**src/rtl/pma_region_cfg.sv**
```systemverilog
// ---------------------------------------------------------------------------
// pma_region_cfg
//
// Runtime-programmable physical-memory-attribute region table. It holds
// NrRules entries, each made of a base address, a length and a 4-bit
// attribute {lock, exec, cached, nonidem}. The entries load from parameters
// at reset. They can be rewritten and locked through a request/grant
// register port. A one-cycle pipelined lookup port reports which attributes
// apply to a physical address.
//
// Ports:
//   clk_i            clock
//   rst_ni           asynchronous reset, active-low
//   cfg_req_i        config access request (always granted)
//   cfg_we_i         1 = write, 0 = read
//   cfg_addr_i       {rule_idx, field[1:0]}; field 0 base, 1 length,
//                    2 attr, 3 reserved
//   cfg_wdata_i      write data (attr uses bits [3:0])
//   cfg_gnt_o        grant, combinational copy of cfg_req_i
//   cfg_rvalid_o     response valid, one cycle after grant
//   cfg_rdata_o      read data, zero on error or write
//   cfg_err_o        response error, valid with cfg_rvalid_o
//   cfg_epoch_o      number of successful writes, wrapping
//   lookup_valid_i   lookup request
//   lookup_addr_i    physical address to look up
//   res_valid_o      lookup result valid, one cycle after the request
//   res_hit_o        address matched at least one enabled rule
//   res_exec_o       OR of exec over matching rules
//   res_cached_o     OR of cached over matching rules
//   res_nonidem_o    OR of nonidem over matching rules
// ---------------------------------------------------------------------------
module pma_region_cfg #(
    parameter int unsigned NrRules    = 4,
    parameter int unsigned AddrWidth  = 64,
    parameter int unsigned EpochWidth = 8,
    parameter logic [NrRules*AddrWidth-1:0] RstBase   = '0,
    parameter logic [NrRules*AddrWidth-1:0] RstLength = '0,
    parameter logic [NrRules*4-1:0]         RstAttr   = '0,
    localparam int unsigned CfgAddrWidth = $clog2(NrRules) + 2
) (
    input  logic                    clk_i,
    input  logic                    rst_ni,

    input  logic                    cfg_req_i,
    input  logic                    cfg_we_i,
    input  logic [CfgAddrWidth-1:0] cfg_addr_i,
    input  logic [AddrWidth-1:0]    cfg_wdata_i,
    output logic                    cfg_gnt_o,
    output logic                    cfg_rvalid_o,
    output logic [AddrWidth-1:0]    cfg_rdata_o,
    output logic                    cfg_err_o,
    output logic [EpochWidth-1:0]   cfg_epoch_o,

    input  logic                    lookup_valid_i,
    input  logic [AddrWidth-1:0]    lookup_addr_i,
    output logic                    res_valid_o,
    output logic                    res_hit_o,
    output logic                    res_exec_o,
    output logic                    res_cached_o,
    output logic                    res_nonidem_o
);

    // Attribute bit positions inside each 4-bit entry.
    localparam int unsigned LockBit    = 3;
    localparam int unsigned ExecBit    = 2;
    localparam int unsigned CachedBit  = 1;
    localparam int unsigned NonidemBit = 0;

    localparam logic [1:0] FieldBase   = 2'd0;
    localparam logic [1:0] FieldLength = 2'd1;
    localparam logic [1:0] FieldAttr   = 2'd2;

    // -----------------------------------------------------------------------
    // Region table state
    // -----------------------------------------------------------------------
    logic [AddrWidth-1:0] base_q [NrRules];
    logic [AddrWidth-1:0] len_q  [NrRules];
    logic [3:0]           attr_q [NrRules];

    // -----------------------------------------------------------------------
    // Config port decode
    // -----------------------------------------------------------------------
    // Shifting instead of slicing keeps the decode legal when NrRules = 1,
    // where the rule index field has zero width.
    logic [CfgAddrWidth-1:0] rule_idx;
    logic [1:0]              field;
    logic                    sel_valid;
    logic [AddrWidth-1:0]    sel_base;
    logic [AddrWidth-1:0]    sel_len;
    logic [3:0]              sel_attr;
    logic                    access_err;
    logic                    write_ok;
    logic [AddrWidth-1:0]    read_data;

    assign rule_idx  = cfg_addr_i >> 2;
    assign field     = cfg_addr_i[1:0];
    assign cfg_gnt_o = cfg_req_i;

    // The entry is selected by a comparison loop, not by direct indexing.
    // An index past the table therefore selects nothing and cannot read
    // outside the arrays.
    always_comb begin
        sel_valid = 1'b0;
        sel_base  = '0;
        sel_len   = '0;
        sel_attr  = '0;
        for (int unsigned i = 0; i < NrRules; i++) begin
            if (32'(rule_idx) == i) begin
                sel_valid = 1'b1;
                sel_base  = base_q[i];
                sel_len   = len_q[i];
                sel_attr  = attr_q[i];
            end
        end
    end

    // Reads of a locked rule are legal. Only writes are refused.
    always_comb begin
        access_err = !sel_valid || (field == 2'd3) ||
                     (cfg_we_i && sel_attr[LockBit]);
        write_ok   = cfg_req_i && cfg_we_i && !access_err;
    end

    always_comb begin
        read_data = '0;
        case (field)
            FieldBase:   read_data = sel_base;
            FieldLength: read_data = sel_len;
            FieldAttr:   read_data = {{(AddrWidth-4){1'b0}}, sel_attr};
            default:     read_data = '0;
        endcase
    end

    // -----------------------------------------------------------------------
    // Table update
    // -----------------------------------------------------------------------
    // A write succeeds only on an unlocked rule, so writing the whole
    // attribute nibble can set lock but can never clear it.
    always_ff @(posedge clk_i or negedge rst_ni) begin
        if (!rst_ni) begin
            for (int unsigned i = 0; i < NrRules; i++) begin
                base_q[i] <= RstBase[i*AddrWidth +: AddrWidth];
                len_q[i]  <= RstLength[i*AddrWidth +: AddrWidth];
                attr_q[i] <= RstAttr[i*4 +: 4];
            end
        end else if (write_ok) begin
            for (int unsigned i = 0; i < NrRules; i++) begin
                if (32'(rule_idx) == i) begin
                    case (field)
                        FieldBase:   base_q[i] <= cfg_wdata_i;
                        FieldLength: len_q[i]  <= cfg_wdata_i;
                        FieldAttr:   attr_q[i] <= cfg_wdata_i[3:0];
                        default:     ;
                    endcase
                end
            end
        end
    end

    // -----------------------------------------------------------------------
    // Config response and epoch
    // -----------------------------------------------------------------------
    logic                  rvalid_q;
    logic                  err_q;
    logic [AddrWidth-1:0]  rdata_q;
    logic [EpochWidth-1:0] epoch_q;

    always_ff @(posedge clk_i or negedge rst_ni) begin
        if (!rst_ni) begin
            rvalid_q <= 1'b0;
            err_q    <= 1'b0;
            rdata_q  <= '0;
            epoch_q  <= '0;
        end else begin
            rvalid_q <= cfg_req_i;
            err_q    <= cfg_req_i && access_err;
            rdata_q  <= (cfg_req_i && !cfg_we_i && !access_err) ? read_data : '0;
            if (write_ok) begin
                epoch_q <= epoch_q + EpochWidth'(1);
            end
        end
    end

    assign cfg_rvalid_o = rvalid_q;
    assign cfg_err_o    = err_q;
    assign cfg_rdata_o  = rdata_q;
    assign cfg_epoch_o  = epoch_q;

    // -----------------------------------------------------------------------
    // Lookup match
    // -----------------------------------------------------------------------
    // The end address uses one extra bit so that a region ending at the top
    // of the address space does not wrap to zero. The match uses the table
    // as it stands before this cycle's write.
    logic [AddrWidth:0]   end_addr [NrRules];
    logic [NrRules-1:0]   match;
    logic                 hit_d;
    logic                 exec_d;
    logic                 cached_d;
    logic                 nonidem_d;

    always_comb begin
        hit_d     = 1'b0;
        exec_d    = 1'b0;
        cached_d  = 1'b0;
        nonidem_d = 1'b0;
        match     = '0;
        for (int unsigned i = 0; i < NrRules; i++) begin
            end_addr[i] = {1'b0, base_q[i]} + {1'b0, len_q[i]};
            match[i]    = (len_q[i] != '0) &&
                          (lookup_addr_i >= base_q[i]) &&
                          ({1'b0, lookup_addr_i} < end_addr[i]);
            hit_d     = hit_d     | match[i];
            exec_d    = exec_d    | (match[i] & attr_q[i][ExecBit]);
            cached_d  = cached_d  | (match[i] & attr_q[i][CachedBit]);
            nonidem_d = nonidem_d | (match[i] & attr_q[i][NonidemBit]);
        end
    end

    // Result registers hold their value between requests. Only the valid
    // flag follows every cycle.
    logic res_valid_q;
    logic res_hit_q;
    logic res_exec_q;
    logic res_cached_q;
    logic res_nonidem_q;

    always_ff @(posedge clk_i or negedge rst_ni) begin
        if (!rst_ni) begin
            res_valid_q   <= 1'b0;
            res_hit_q     <= 1'b0;
            res_exec_q    <= 1'b0;
            res_cached_q  <= 1'b0;
            res_nonidem_q <= 1'b0;
        end else begin
            res_valid_q <= lookup_valid_i;
            if (lookup_valid_i) begin
                res_hit_q     <= hit_d;
                res_exec_q    <= exec_d;
                res_cached_q  <= cached_d;
                res_nonidem_q <= nonidem_d;
            end
        end
    end

    assign res_valid_o   = res_valid_q;
    assign res_hit_o     = res_hit_q;
    assign res_exec_o    = res_exec_q;
    assign res_cached_o  = res_cached_q;
    assign res_nonidem_o = res_nonidem_q;

endmodule

```
**config.mk**
```make
export PLATFORM = sky130hd
export DESIGN_NAME = pma_region_cfg
export DESIGN_NICKNAME = d
export VERILOG_FILES = /design/src/rtl/pma_region_cfg.sv
export SDC_FILE = /design/constraint.sdc
export NUM_CORES = 2
export LEC_CHECK = 0
export CORE_ASPECT_RATIO = 0.8
export CORE_MARGIN = 1.5
export CORE_UTILIZATION = 40
export DETAILED_ROUTE_END_ITERATION = 8
export GPL_ROUTABILITY_DRIVEN = 0
export SLEW_MARGIN = 20
export SYNTH_ARGS = -nofsm -noshare
export SYNTH_HDL_FRONTEND = slang
export SYNTH_SLANG_ARGS = --single-unit
export TNS_END_PERCENT = 20
```
**constraint.sdc**
```tcl
create_clock -name clk_i -period 6.5 [get_ports clk_i]
set_input_delay 1.625 -clock clk_i [delete_from_list [all_inputs] [get_ports clk_i]]
set_output_delay 1.625 -clock clk_i [all_outputs]
set_load 0.01 [all_outputs]
```
==> impl_metrics.json <==
{
  "wl_met1_um": 96800,
  "async_flop_share": 1.00,
  "cp_data_arrival_time_ps": 6990,
  "area.growth.synth_to_final_pct": 14.6,
  "syn_nets": 6592,
  "syn_inst": 5686,
  "start_util": 0.402,
  "clock_path_buffers": 3,
  "seq_area_frac_synth": 0.288,
  "start_kind": "input pin",
  "grt_overflow_total": 0,
  "grt_pass1_vias": 46163,
  "slowest_stage": "a221oi_1",
  "die_w_um": 409,
  "holdCritStartpoint": "attr_q[7]",
  "place_inst": 7594,
  "route.met3.wl_um": 23000,
  "cts_tree": "built",
  "wl_per_cell_um": 27.5,
  "crit_required_ps": 7070,
  "num_rows": 119,
  "top_layer": "met5",
  "post_drt_via_cell_ratio": 6.31,
  "fin_crit_sh": 0.989,
  "grt_pass1_wl_um": 311000,
  "die_y_um": 328,
  "yosys.area.top_type": "dfrtp_1",
  "place_hpwl_um": 166000,
  "maxSlewHeadroom": 0.186,
  "io-pin-count": 217,
  "drive_gt1_frac": 0.156,
  "cts.sinks": 607,
  "max_freq_ghz": 0.156,
  "slew_viol_final": 0,
  "crit_path_start": "lookup_addr_i[0]",
  "fin_util": 0.461,
  "grt_max_degree": 164,
  "cpPeakStageDelay_ps": 960,
  "rsz0062_at_grt": "no",
  "synth.area.top_cells": "dfrtp_1, ha_1, mux2_2",
  "cp_common_cell": "buf_4",
  "setup_violations": 0,
  "vias": 48809,
  "path_cells": "clkdlybuf4s50_1 > inv_1 > ha_1 > nand2b_1 > a21o_1 > a211oi_1 > o21ai_0 > buf_4 > a221oi_1 > o21ai_0 > buf_4 > a21oi_1 > buf_4 > nor3_1 > o22a_1 > buf_12 > a222oi_1 > a21oi_1",
  "coreArea_mm2": 0.131,
  "p_leak_nw": 28.5,
  "cp_max_fo": 4,
  "root_buffer": "clkbuf_16",
  "first_pass_iters": 7,
  "numCtsBuffers": 76,
  "drv_cap": 0,
  "cts_max_level": 3,
  "ys_types": 95,
  "ys_warn_count": 0,
  "postPlaceCellArea_mm2": 0.0578,
  "final-hold-violation-count": 0,
  "clock_latency_ps": 710,
  "end_kind": "flop",
  "status": "completed",
  "ir_worst_vdd_mv": 0.216,
  "numPortBuffers": 216,
  "hold_path.class": "reg -> reg",
  "ant_nets": 0,
  "synth_edf_count": 0,
  "cp_top_family": "compound AO/OA/AOI/OAI gates",
  "drcViolationCount": 0,
  "path_clk_slew_ps": 60,
  "drtIter0Drc": 5546,
  "crit_type": "in -> reg",
  "final_nets": 6827,
  "power.density_mw_per_mm2": 299,
  "antenna_found_initial": 5,
  "synth-seq-cells": 607,
  "syn_avg_cell_area_um2": 9.29,
  "fin_cells": 7735,
  "die_area_mm2": 0.134,
  "wl_met2_um": 85500,
  "worst-path-buf-inv": 6,
  "worst_pin_slew_ps": 1210,
  "synth_top_area_frac": 0.288,
  "routed_wl_um": 213000,
  "design_area_mm2": 0.0605,
  "synth_area_mm2": 0.0528,
  "layout_min_cycle_time_ps": 6430,
  "skew_ps": 25.6,
  "ys.flop_type": "dfrtp_1",
  "grt_usage": 0.309,
  "r2r-start": "base_q[83]"
}
-- Yosys cell counts (all sizes together) (127+ instances only) --
master and count:
nand4 137, a21o 271, ha 765, mux2 525, o21ai 344, mux2i 127, nand2 379, inv 321
a21oi 550, clkbuf 189, dfrtp 607, nor2 251
-- metrics by stage --
| stage | setup TNS, ps | hold WS, ps | total power [W] | setup WS (ps) |
|---|---|---|---|---|
| 2_1_floorplan | 0 | 436 | 0.0104 | 1250 |
| 3_3_place_gp | -1560 | 449 | 0.0132 | -435 |
| 3_5_place_dp | -1450 | 452 | 0.0134 | -396 |
| 4_1_cts | 0 | 465 | 0.0178 | 171 |
| 5_1_grt | 0 | 477 | 0.0191 | 17.4 |
| 6_report | 0 | 463 | 0.0181 | 73.6 |
-- cell type report --
class	instances	area, um^2
Clock inverter	30	260
Inverter	321	1210
Antenna cell	1	2.50
Sequential cell	607	15200
Fill cell	12476	70800
Timing Repair Buffer	390	3600
Multi-Input combinational cell	4525	35800
Clock buffer	107	2250
Tap cell	1754	2190
-- worst reg2reg max path: stages, from the launching register on --
cell and delay (ps):
dfrtp_1 460, ha_1 460, and4_4 280, and3_4 200, nand3_2 140, a2111o_1 450
a311oi_2 410, nand2_1 230, o21a_4 290, o21a_1 320, o21bai_1 320, a21oi_1 130
xor2_1 160, ha_1 300, nand3_1 170, nor3_2 280, nand3_1 130, nor2_1 150
a211oi_1 110, o211ai_1 290, a21oi_1 130, o311ai_1 290, o21ai_2 180, a222oi_1 260
a21oi_1 120
-- metal layers --
metal,up-vias,global-route usage
li1,21696,-
met1,24164,0.459
met2,2560,0.435
met3,381,0.0740
met4,8,0.0994
met5,-,0
-- repair_timing --
| item | in CTS | in global routing |
|---|---|---|
| pin swaps | 1 | 6 |
| hold buffers | 0 | 0 |
| resized for setup | 2 | 24 |
| hold endpoints to repair | 0 | 0 |
| setup endpoints to repair | 4 | 4 |
| buffers inserted | 1 | 2 |
-- flip-flops by register name, summed over array words and instances, names as in the netlist --
signal         flops
len_q            256
cfg_err_o          1
cfg_rdata_o       64
res_exec_o         1
base_q           256
cfg_epoch_o        8
res_cached_o       1
res_valid_o        1
res_nonidem_o      1
res_hit_o          1
cfg_rvalid_o       1
attr_q            16
-- layout by cell type, fill, tap and decap left out, types with 17 or more instances in the layout --
cell	netlist	final
o21bai_1	41	40
clkdlybuf4s50_1	0	211
a211oi_1	48	45
o21ai_0	334	330
nor4_1	87	81
o31ai_1	20	19
nand2b_1	42	41
a22oi_1	59	59
nor2_1	251	247
o211ai_1	45	45
mux2_2	525	525
o21a_1	35	35
a21oi_1	548	546
nor3_1	40	39
o22ai_1	61	61
nor2b_1	34	33
a21o_1	271	270
dfrtp_1	607	607
xnor2_1	126	126
nand4_1	137	137
a31oi_1	41	41
and4_1	17	17
and3_1	28	28
ha_1	765	764
mux2i_1	127	127
inv_1	321	320
buf_4	3	167
a221oi_1	17	17
xor2_1	124	124
clkbuf_8	0	21
nand2_1	378	378
nand3_1	93	85
clkbuf_16	0	77
-- worst paths after layout --
check,slack (ps),end,cells after the start
min in group asynchronous,900,cfg_rdata_o[6],1
max reg2reg,110,res_cached_o,24
max,70,res_cached_o,18
min reg2reg,460,attr_q[7],1
min,460,attr_q[7],1
max in group asynchronous,4140,base_q[237],2
-- power breakdown --
| group | internal [W] | switching (W) |
|---|---|---|
| logic | 0.00348 | 0.00479 |
| clock network | 0.00250 | 0.00189 |
| registers | 0.00439 | 0.00102 |
-- cells by family (layout without fill, tap and decap cells) --
kind of cell             count (synthesis)  after routing  synth area share
AO/OA/AOI/OAI                         1687           1687             0.203
XOR/XNOR                               250            250            0.0415
adder cells (fa/ha/maj)                769            769             0.183
buffers and inverters                  554            848            0.0399
flip-flops                             607            607             0.288
multiplexers                           659            659             0.139
other                                    0              1                 0
AND/OR/NAND/NOR                       1160           1160             0.106
No activity file was read; power rests on OpenSTA's default activity.
